<file path="src/rtl/hpdl1414_pkg.sv">
`default_nettype none
// ============================================================================
// Module   : hpdl1414_pkg
// Purpose  : Shared states, character constants and position mapping for the
//            HPDL-1414 character writer.
// Revision : 1.0  initial release
// ============================================================================
package hpdl1414_pkg;

    typedef enum logic [1:0] {
        ST_IDLE   = 2'd0,
        ST_SETUP  = 2'd1,
        ST_STROBE = 2'd2,
        ST_HOLD   = 2'd3
    } bus_state_t;

    typedef enum logic [1:0] {
        MODE_IDLE    = 2'd0,
        MODE_SINGLE  = 2'd1,
        MODE_REFRESH = 2'd2
    } seq_mode_t;

    localparam logic [6:0] CHR_SPACE = 7'h20;
    localparam logic [7:0] CHR_CR    = 8'h0D;
    localparam logic [7:0] CHR_FF    = 8'h0C;
    localparam logic [7:0] CHR_BS    = 8'h08;

    typedef struct packed {
        logic [1:0] dev;
        logic [1:0] addr;
    } hpdl_loc_t;

    // Position 0 is the leftmost digit, which each device calls address 3.
    function automatic hpdl_loc_t pos_to_loc(input logic [3:0] pos);
        hpdl_loc_t loc;
        loc.dev  = pos[3:2];
        loc.addr = 2'd3 - pos[1:0];
        return loc;
    endfunction

endpackage
`default_nettype wire

</file>
<file path="src/rtl/hpdl1414_bus_timer.sv">
`default_nettype none
// ============================================================================
// Module   : hpdl1414_bus_timer
// Purpose  : One-shot SETUP/STROBE/HOLD write cycle on the shared HPDL bus.
// Revision : 1.0  initial release
// ============================================================================
module hpdl1414_bus_timer
    import hpdl1414_pkg::*;
#(
    parameter int T_SETUP = 2,
    parameter int T_WR    = 4,
    parameter int T_HOLD  = 2
) (
    input  logic       clk,
    input  logic       rst_n,
    input  logic       start,
    input  logic [1:0] dev,
    input  logic [1:0] addr,
    input  logic [6:0] data,
    output logic       done,
    output logic [6:0] hpdl_d,
    output logic [1:0] hpdl_a,
    output logic [3:0] hpdl_wr_n
);

    // Phase counter sized for timing parameters up to 256 cycles.
    localparam int CW = 8;

    bus_state_t    state, state_nx;
    logic [CW-1:0] cnt, cnt_nx;
    logic          load;
    logic [1:0]    dev_q;

    // start is honoured in IDLE or on the final HOLD cycle, so refresh slots
    // chain back-to-back without an idle gap.
    always_comb begin
        state_nx = state;
        cnt_nx   = cnt + CW'(1);
        done     = 1'b0;
        load     = 1'b0;
        case (state)
            ST_IDLE: begin
                cnt_nx = '0;
                if (start) begin
                    state_nx = ST_SETUP;
                    load     = 1'b1;
                end
            end
            ST_SETUP: begin
                if (cnt == CW'(T_SETUP - 1)) begin
                    state_nx = ST_STROBE;
                    cnt_nx   = '0;
                end
            end
            ST_STROBE: begin
                if (cnt == CW'(T_WR - 1)) begin
                    state_nx = ST_HOLD;
                    cnt_nx   = '0;
                end
            end
            ST_HOLD: begin
                if (cnt == CW'(T_HOLD - 1)) begin
                    done   = 1'b1;
                    cnt_nx = '0;
                    if (start) begin
                        state_nx = ST_SETUP;
                        load     = 1'b1;
                    end else begin
                        state_nx = ST_IDLE;
                    end
                end
            end
            default: begin
                state_nx = ST_IDLE;
                cnt_nx   = '0;
            end
        endcase
    end

    // Strobe is registered from the next state so WR is glitch-free.
    always_ff @(posedge clk or negedge rst_n) begin
        if (!rst_n) begin
            state     <= ST_IDLE;
            cnt       <= '0;
            dev_q     <= '0;
            hpdl_d    <= CHR_SPACE;
            hpdl_a    <= '0;
            hpdl_wr_n <= 4'hF;
        end else begin
            state <= state_nx;
            cnt   <= cnt_nx;
            if (load) begin
                dev_q  <= dev;
                hpdl_d <= data;
                hpdl_a <= addr;
            end
            hpdl_wr_n <= (state_nx == ST_STROBE) ? ~(4'b0001 << dev_q) : 4'hF;
        end
    end

endmodule
`default_nettype wire

</file>
<file path="src/rtl/hpdl1414_char_writer.sv">
`default_nettype none
// ============================================================================
// Module   : hpdl1414_char_writer
// Purpose  : UART byte sink driving four HPDL-1414 displays (16 characters).
//            Optional HPDL_SCROLL_EN: scroll left instead of wrapping at 15.
// Revision : 1.0  initial release
// ============================================================================
module hpdl1414_char_writer
    import hpdl1414_pkg::*;
#(
    parameter int T_SETUP  = 2,
    parameter int T_WR     = 4,
    parameter int T_HOLD   = 2,
    parameter int NUM_DISP = 4
) (
    input  logic                clk,
    input  logic                rst_n,
    input  logic [7:0]          rx_data,
    input  logic                rx_valid,
    output logic                rx_ready,
    output logic [6:0]          hpdl_d,
    output logic [1:0]          hpdl_a,
    output logic [NUM_DISP-1:0] hpdl_wr_n,
    output logic                busy
);

    seq_mode_t  mode, mode_nx;
    logic [3:0] pos, pos_nx;
    logic       launch, launch_nx;
    logic [3:0] cursor;
    logic [6:0] buffer [16];
`ifdef HPDL_SCROLL_EN
    logic       armed;
`endif

    logic       accept, is_print, req_single, req_refresh;
    logic [6:0] ch;
    logic       start, done;
    logic [3:0] start_pos;
    hpdl_loc_t  start_loc;

    assign rx_ready = (mode == MODE_IDLE);
    assign busy     = ~rx_ready;
    assign accept   = rx_valid & rx_ready;

    // 0x20..0x7F are printable; 0x60..0x7F fold to upper case by clearing bit 5.
    assign is_print = ~rx_data[7] & (rx_data[6:5] != 2'b00);
    assign ch       = (rx_data[6:5] == 2'b11) ? {2'b10, rx_data[4:0]} : rx_data[6:0];

`ifdef HPDL_SCROLL_EN
    assign req_refresh = (rx_data == CHR_FF) | (is_print & armed);
    assign req_single  = is_print & ~armed;
`else
    assign req_refresh = (rx_data == CHR_FF);
    assign req_single  = is_print;
`endif

    // During a refresh the next slot is launched on the done cycle of the current one.
    assign start     = launch | ((mode == MODE_REFRESH) && done && (pos != 4'd15));
    assign start_pos = launch ? pos : pos + 4'd1;
    assign start_loc = pos_to_loc(start_pos);

    always_comb begin
        mode_nx   = mode;
        pos_nx    = pos;
        launch_nx = 1'b0;
        case (mode)
            MODE_IDLE: begin
                if (accept && req_refresh) begin
                    mode_nx   = MODE_REFRESH;
                    pos_nx    = 4'd0;
                    launch_nx = 1'b1;
                end else if (accept && req_single) begin
                    mode_nx   = MODE_SINGLE;
                    pos_nx    = cursor;
                    launch_nx = 1'b1;
                end
            end
            MODE_SINGLE: begin
                if (done) mode_nx = MODE_IDLE;
            end
            MODE_REFRESH: begin
                if (done) begin
                    if (pos == 4'd15) mode_nx = MODE_IDLE;
                    else              pos_nx  = pos + 4'd1;
                end
            end
            default: mode_nx = MODE_IDLE;
        endcase
    end

    // Reset leaves a refresh pending so the first clock starts painting spaces.
    always_ff @(posedge clk or negedge rst_n) begin
        if (!rst_n) begin
            mode   <= MODE_REFRESH;
            pos    <= 4'd0;
            launch <= 1'b1;
        end else begin
            mode   <= mode_nx;
            pos    <= pos_nx;
            launch <= launch_nx;
        end
    end

    always_ff @(posedge clk or negedge rst_n) begin
        if (!rst_n) begin
            cursor <= 4'd0;
            for (int i = 0; i < 16; i++) buffer[i] <= CHR_SPACE;
`ifdef HPDL_SCROLL_EN
            armed  <= 1'b0;
`endif
        end else if (accept) begin
            if (is_print) begin
`ifdef HPDL_SCROLL_EN
                if (armed) begin
                    for (int i = 0; i < 15; i++) buffer[i] <= buffer[i+1];
                    buffer[15] <= ch;
                end else begin
                    buffer[cursor] <= ch;
                    if (cursor == 4'd15) armed  <= 1'b1;
                    else                 cursor <= cursor + 4'd1;
                end
`else
                buffer[cursor] <= ch;
                cursor         <= cursor + 4'd1;
`endif
            end else if (rx_data == CHR_CR) begin
                cursor <= 4'd0;
`ifdef HPDL_SCROLL_EN
                armed  <= 1'b0;
`endif
            end else if (rx_data == CHR_FF) begin
                cursor <= 4'd0;
                for (int i = 0; i < 16; i++) buffer[i] <= CHR_SPACE;
`ifdef HPDL_SCROLL_EN
                armed  <= 1'b0;
`endif
            end else if (rx_data == CHR_BS) begin
                if (cursor != 4'd0) cursor <= cursor - 4'd1;
`ifdef HPDL_SCROLL_EN
                armed  <= 1'b0;
`endif
            end
        end
    end

    hpdl1414_bus_timer #(
        .T_SETUP (T_SETUP),
        .T_WR    (T_WR),
        .T_HOLD  (T_HOLD)
    ) u_bus_timer (
        .clk       (clk),
        .rst_n     (rst_n),
        .start     (start),
        .dev       (start_loc.dev),
        .addr      (start_loc.addr),
        .data      (buffer[start_pos]),
        .done      (done),
        .hpdl_d    (hpdl_d),
        .hpdl_a    (hpdl_a),
        .hpdl_wr_n (hpdl_wr_n)
    );

endmodule
`default_nettype wire

</file>
<file path="config.mk">
export PLATFORM = sky130hd
export DESIGN_NAME = hpdl1414_char_writer
export DESIGN_NICKNAME = d
export VERILOG_FILES = /design/src/rtl/hpdl1414_pkg.sv /design/src/rtl/hpdl1414_bus_timer.sv /design/src/rtl/hpdl1414_char_writer.sv
export SDC_FILE = /design/constraint.sdc
export NUM_CORES = 1
export LEC_CHECK = 0
export ABC_AREA = 1
export CAP_MARGIN = 30
export CORE_UTILIZATION = 55
export CTS_BUF_LIST = sky130_fd_sc_hd__clkbuf_8
export CTS_CLUSTER_SIZE = 24
export DETAILED_ROUTE_END_ITERATION = 8
export HOLD_SLACK_MARGIN = 0.12
export PLACE_DENSITY_LB_ADDON = 0.05
export SLEW_MARGIN = 20
export SYNTH_ARGS = -nofsm -noshare
export SYNTH_HDL_FRONTEND = slang
export SYNTH_SLANG_ARGS = --single-unit
</file>
<file path="constraint.sdc">
create_clock -name clk -period 1.9 [get_ports clk]
set_input_delay 0.19 -clock clk [delete_from_list [all_inputs] [get_ports clk]]
set_output_delay 0.19 -clock clk [all_outputs]
set_load 0.02 [all_outputs]
</file>
# After elaboration in Yosys (flattened, before gate mapping)
# Index checks and enable logic that the tools add are counted.
# op_classes
add_sub_neg	5
magnitude_cmp	3
n_eq_ne	20
n_shift	1
n_mux	45
bitwise	8
n_reduce_logical	18
# ops
cell	n
2-to-1 mux 112 bit	3
bitwise mux 112 bit	1
2-to-1 mux 4 bit	11
binary-select mux 7 bit (select 4 bit)	1
demux 7 bit (select 4 bit)	1
2-to-1 mux 7 bit	4
== test 8 x 4 -> 1 bit (second input constant)	3
one-hot mux 8 bit (3 select lines)	1
2-to-1 mux 2 bit	9
2-to-1 mux 8 bit	2
nonzero test 4 bit	3
== test 2 bit (second input constant)	5
greater-or-equal comparator 5 bit (second input constant)	2
inverter 4 -> 5 bit	2
adder 4 x 1 -> 4 bit (second input constant)	2
adder 8 x 1 -> 8 bit (second input constant)	1
== test 8 x 1 -> 1 bit (second input constant)	1
== test 8 x 2 -> 1 bit (second input constant)	1
2-to-1 mux 1 bit	8
!= test 2 bit (second input constant)	4
one-hot mux 2 bit (4 select lines)	1
one-hot mux 4 bit (2 select lines)	1
AND reduction 4 bit	2
one-hot mux 2 bit (3 select lines)	1
other kinds (19)	30
# word_totals
regBits	148
inputBits	11
out_inout_bits	15
wordCells	126

# Logic depth before layout (Yosys ltp)
# logic_depth
depth_word	11
mapped_depth	13
ltp_nobuf	12

# Cells and area by module
# A second synthesis with hierarchy kept.
# hier_totals
cells_unflattened	1057
hier_area_um2	8021.4
# by_module_without_submodules
module	instances	cells_per_inst	area_each_um2	seq_area_each_um2
hpdl1414_char_writer	1	914	6725.2	3100.5
hpdl1414_bus_timer	1	143	1296.2	631.9

# Worst setup path after synthesis
# Ideal clock, no wire load.
# synth_path
path_type	register -> register
startpoint	reg pos[0]
endpoint	reg u_bus_timer.hpdl_d[4]
setup_time_ns	0.065
t_arrival_ns	1.563
required_time_ns	1.835
slack_ns	0.272
stages_incl_launch_ff	12
n_path_buf	2
period_less_slack_ns	1.628
cell_sequence	dfrtp_1 ha_1 inv_1 o21ai_1 buf_4 buf_4 nand3_1 nand3_1 nand3_1 nand2_1 nand2_1 nand2_1
# synth_via
elab_chain_len	6
word_cells_on_any_way	12
classes_between	1 x add/sub; 1 x eq/ne; 7 x mux; 2 x bitwise; 1 x reduce/logical
# synth_rtl
item	line_no	source
start, declared	hpdl1414_char_writer.sv:28	logic [3:0] pos, pos_nx;
start signal, assigned	hpdl1414_char_writer.sv:100	pos <= pos_nx;
adder 4 x 1 -> 4 bit or != test 4 bit (tied branches)	hpdl1414_char_writer.sv:60, hpdl1414_char_writer.sv:59	
2-to-1 mux 4 bit or logical AND 1 bit (tied branches)	hpdl1414_char_writer.sv:60, hpdl1414_char_writer.sv:59	
inverter 4 -> 5 bit (not written as such) or OR 1 bit (tied branches)	hpdl1414_char_writer.sv:157, hpdl1414_char_writer.sv:59	
binary-select mux 7 bit (select 4 bit) or 2-to-1 mux 1 bit (tied branches)	hpdl1414_char_writer.sv:157, hpdl1414_bus_timer.sv:44, hpdl1414_bus_timer.sv:65	
2-to-1 mux 7 bit (not written as such) or 2-to-1 mux 1 bit (tied branches)	hpdl1414_char_writer.sv:157, hpdl1414_bus_timer.sv:62	
2-to-1 mux 7 bit (not written as such) or one-hot mux 1 bit (2 select lines) (tied branches)	hpdl1414_char_writer.sv:157, hpdl1414_bus_timer.sv:41	
end signal, assigned	hpdl1414_bus_timer.sv:94	hpdl_d <= data;
end, declared	hpdl1414_bus_timer.sv:21	output logic [6:0] hpdl_d,
# Several ways; a longest one is shown, not always the timed one. The select of a mux whose other input is x is not followed.
# A chain may end at the register's enable or synchronous reset.

# Worst setup path after layout
# layout_path
startpoint	reg launch
endpoint	reg u_bus_timer.hpdl_d[0]
# layout_via
elab_chain_len	5
word_cells_on_any_way	9
classes_between	7 x mux; 2 x bitwise
# layout_rtl
item	line_no	source
start, declared	hpdl1414_char_writer.sv:29	logic launch, launch_nx;
start signal, assigned	hpdl1414_char_writer.sv:101	launch <= launch_nx;
2-to-1 mux 4 bit	hpdl1414_char_writer.sv:60	assign start_pos = launch ? pos : pos + 4'd1;
inverter 4 -> 5 bit (not written as such)	hpdl1414_char_writer.sv:157	.data (buffer[start_pos]),
binary-select mux 7 bit (select 4 bit)	hpdl1414_char_writer.sv:157	
2-to-1 mux 7 bit (not written as such) (2 in a row)	hpdl1414_char_writer.sv:157	
# Several ways; a longest one is shown, not always the timed one. The select of a mux whose other input is x is not followed.

==> summary.log <==
[status] outcome finished with violations
[status] violations in the final reports setup timing
[timing] RSZ-0062 raised after global routing yes
[synthesis] Post-Synthesis Cell Area 8013 um^2
[floorplanning] total I/O pin count 26
[placed_design] last weighted congestion value of the routability-driven placer 0.9248
[clock_network] clock root buffer sky130_fd_sc_hd__clkbuf_8
[clock_network] insertion delay of the later-clocked pin in the worst-skew pair 470 ps
[grt] overflow left after global routing 0
[routing] Iteration-0 DRC Markers 609
[clock_network] Max clock buf depth 2
[synthesis] combinational family with the most area after synthesis simple AND/OR/NAND/NOR gates
[clock_network] Clock H-tree levels 4
[synthesis] fraction of the yosys area taken by sequential cells 0.4658
[routing] average wire per standard cell 17.10 um
[floorplanning] Initial Util 0.5706
[grt] global-route wire length before repair 33940 um
[routing] residual DRC count 0
[synthesis] post-synthesis area per instance 7.772 um^2
[pwr] Peak VDD IR 0.6798 mV
[layout] Antenna Diode Count 0
[synthesis] share of flip-flops with an asynchronous set or reset after synthesis 1.000
[placed_design] Detail Placement HPWL 14550 um
[synthesis] post-synth top area cell sky130_fd_sc_hd__dfrtp_1
[synthesis] Syn. warnings 0
[timing] Slew Viols, Final 0
[min_path] HP Class input port to asynchronous set/reset pin
[pwr] power density of the placed cells 1502 nW/um^2
[layout] area added between synthesis and finish 19.25%
[synthesis] distinct cell type count after synthesis 36
[timing] Fin Clk Skew 13.26 ps
[synthesis] post-synthesis adder-cell area fraction 0.01874
[layout] final net count 1131
[timing] Min Clock Period, post-route 1906 ps
[routing] length of the first detailed-routing pass in iterations 7
[clock_network] clock-pin slew on the worst setup and hold paths 90 ps
[setup_path] maximum fanout along the worst path 7
[synthesis] Post-synth top cells sky130_fd_sc_hd__nand2_1 (281), sky130_fd_sc_hd__inv_1 (157), sky130_fd_sc_hd__nand3_1 (152), sky130_fd_sc_hd__dfrtp_1 (125), sky130_fd_sc_hd__o21ai_0 (82)
[synthesis] cell types with the largest area share after synthesis sky130_fd_sc_hd__dfrtp_1 (39%), sky130_fd_sc_hd__nand2_1 (13%), sky130_fd_sc_hd__nand3_1 (9.5%)
[synthesis] most common cell in the synthesized netlist sky130_fd_sc_hd__nand2_1
[placed_design] port buffer count 25
[synthesis] synthesized flop and latch total 148
[pwr] static leakage 0.004516 uW
[grt] overall fraction of global-route tracks in use 0.3048
[synthesis] post-synthesis mux area share 0
[routing] wire length reported by the detailed router 22250 um
[clock_network] TritonCTS Buffers 17
[run] count of maximum capacitance violations 0
[layout] utilization after layout 0.6805
[floorplanning] placeable core region 14040 um^2
[floorplanning] overall die width 122.7 um
[timing] share of the cycle needed by the critical path after routing 1.003
[grt] number of antenna violations at the first check in global routing 0
[synthesis] simple-gate share of the synthesized area 0.2792
[synthesis] cell count after synthesis 1031
[clock_network] clock sink count 148
[layout] fraction of final layout cells with drive strength greater than 1 0.1579
[grt] vias in the first global route 6495
[synthesis] compound-gate portion of the synthesized area 0.1145
[routing] total number of vias 7014
[timing] hold slack final 251.5 ps
[layout] number of filler cells placed in the layout 1193
[timing] setup ws final -6.358 ps
[synthesis] XOR/XNOR Fraction of Synth Area 0.01312
[timing] Hold Violations, Final 0
[timing] transition at the pin with the smallest max-transition slack 623.6 ps
[routing] routed vias/inst 5.391
[setup_path] path type of the worst setup path register to register
[setup_path] crit start category register
[synthesis] EDFF count, synth 0
[timing] total setup violations reported at the end of the flow 2
[routing] Detail Route Antenna Nets 0
[setup_path] arrival time at the worst endpoint 2310 ps
[clock_network] TritonCTS clock tree built
[setup_path] required time reported for the critical path endpoint 2300 ps
[synthesis] synthesized net count 1054
[timing] Max-Slew Margin vs Limit 0.5838
[floorplanning] Die H 122.7 um
[timing] Fmax achieved 0.5246 GHz
[setup_path] crit end category register
[grt] largest net degree at the start of global routing 51
[floorplanning] number of rows created at floorplan 43
[floorplanning] floorplan die area 15060 um^2
[synthesis] area share of the leading cell type in the synthesized netlist 0.3904
[synthesis] Most used DFF post-synth sky130_fd_sc_hd__dfrtp_1
[power breakdown]
group / switching, uW / total (uW) / internal, uW
registers: 587 / 4720 / 4130
clock network: 1200 / 2610 / 1400
logic: 4220 / 7030 / 2810
total: 6010 / 14400 / 8340
[path summary, 6_finish.rpt]
check	slack, ps	depth (start not counted)	from	to
setup reg to reg	-6	11	launch	u_bus_timer.hpdl_d[0]
setup / recovery	-6	11	launch	u_bus_timer.hpdl_d[0]
hold / removal	250	2	rst_n	u_bus_timer.cnt[2]
hold reg to reg	470	2	u_bus_timer.hpdl_d[5]	u_bus_timer.hpdl_d[5]
min in group clk	470	2	u_bus_timer.hpdl_d[5]	u_bus_timer.hpdl_d[5]
max in group asynchronous	1050	3	rst_n	buffer[26]
[per-stage QoR]
| stage | cells | total power [uW] | setup TNS (ps) | cell area [um^2] | setup WS [ps] |
|---|---|---|---|---|---|
| floorplan | 1031 | 8669 | 0 | 8013 | 271.6 |
| global placement | 1257 | 10730 | -42.58 | 8850 | -10.75 |
| detailed placement | 1257 | 10800 | -276.7 | 8850 | -38.33 |
| CTS | 1290 | 13420 | 0 | 9283 | 17.86 |
| global route | 1301 | 15260 | -368.3 | 9555 | -134.1 |
| finish | 1301 | 14350 | -11.74 | 9555 | -6.358 |
[critical path: stages (launching register included)]
cell and delay (ps):
sky130_fd_sc_hd__dfstp_2 650, sky130_fd_sc_hd__buf_6 140, sky130_fd_sc_hd__nand2_1 80, sky130_fd_sc_hd__o21ai_4 80
sky130_fd_sc_hd__buf_6 150, sky130_fd_sc_hd__clkbuf_16 150, sky130_fd_sc_hd__nand3_1 120, sky130_fd_sc_hd__nand3_1 140
sky130_fd_sc_hd__nand3_1 110, sky130_fd_sc_hd__nand2_1 100, sky130_fd_sc_hd__nand2_1 60, sky130_fd_sc_hd__nand2_1 50
[metal layers]
layer / share of wire / vias up / GRT usage / wire length (um)
met5: 0 / - / 0 / 0
met4: 0.027 / 0 / 0.1014 / 601
met3: 0.075 / 50 / 0.07528 / 1678
met2: 0.45 / 255 / 0.4593 / 9995
met1: 0.45 / 3285 / 0.4282 / 9975
li1: - / 3424 / - / -
[registers in the layout, indices dropped and copies added (netlist names)]
register,flops
u_bus_timer.dev_q,2
u_bus_timer.state,2
buffer,112
u_bus_timer.hpdl_wr_n,4
mode,2
u_bus_timer.hpdl_a,2
launch,1
u_bus_timer.cnt,8
pos,4
cursor,4
u_bus_timer.hpdl_d,7
[cell families after synthesis]
logic type / count (synthesis)
AO/OA/AOI/OAI: 153
XOR/XNOR: 12
adder cells (fa/ha/maj): 12
buffers and inverters: 197
flip-flops: 148
AND/OR/NAND/NOR: 509
[timing repair]
action | CTS | global route
endpoints found under the hold margin | 136 | 0
pin swaps | 0 | 3
cloned | 0 | 7
hold buffers | 1 | 0
setup buffers | 0 | 4
endpoints found under the setup margin | 2 | 26
resized for setup | 2 | 20
[final cells by class]
cell class / count / area (um^2) / share of cell area
multi-input combinational: 686 / 3478 / 0.3640
timing repair buffer: 90 / 1064 / 0.1113
inverter: 165 / 629.4 / 0.06586
clock buffer: 24 / 330.3 / 0.03457
sequential: 148 / 3734 / 0.3907
clock inverter: 8 / 95.09 / 0.009952
tap: 180 / 225.2 / 0.02357
[cell usage in the layout, fill, tap and decap left out, types with 2 or more instances in the layout]
master	instances
sky130_fd_sc_hd__o21ai_2	9
sky130_fd_sc_hd__o21ai_0	82
sky130_fd_sc_hd__nand2_4	7
sky130_fd_sc_hd__nand3_2	4
sky130_fd_sc_hd__ha_1	11
sky130_fd_sc_hd__clkdlybuf4s50_1	22
sky130_fd_sc_hd__inv_6	2
sky130_fd_sc_hd__bufinv_16	2
sky130_fd_sc_hd__nor3_1	4
sky130_fd_sc_hd__nor2_2	2
sky130_fd_sc_hd__a22oi_1	3
sky130_fd_sc_hd__a21oi_1	2
sky130_fd_sc_hd__buf_6	4
sky130_fd_sc_hd__nor2_1	44
sky130_fd_sc_hd__xor2_1	8
sky130_fd_sc_hd__clkbuf_8	24
sky130_fd_sc_hd__xnor2_1	4
sky130_fd_sc_hd__buf_4	38
sky130_fd_sc_hd__nand2_1	278
sky130_fd_sc_hd__clkbuf_16	6
sky130_fd_sc_hd__o21ai_1	44
sky130_fd_sc_hd__nor2_4	2
sky130_fd_sc_hd__clkinv_2	4
sky130_fd_sc_hd__clkinvlp_4	2
sky130_fd_sc_hd__dfrtp_1	124
sky130_fd_sc_hd__nand2_2	7
sky130_fd_sc_hd__dlygate4sd2_1	2
sky130_fd_sc_hd__dfstp_2	23
sky130_fd_sc_hd__inv_2	8
sky130_fd_sc_hd__inv_1	155
sky130_fd_sc_hd__buf_12	16
sky130_fd_sc_hd__nand3_1	149
sky130_fd_sc_hd__nand3b_1	8
sky130_fd_sc_hd__o21ai_4	10
No activity file was read; power rests on OpenSTA's default activity.
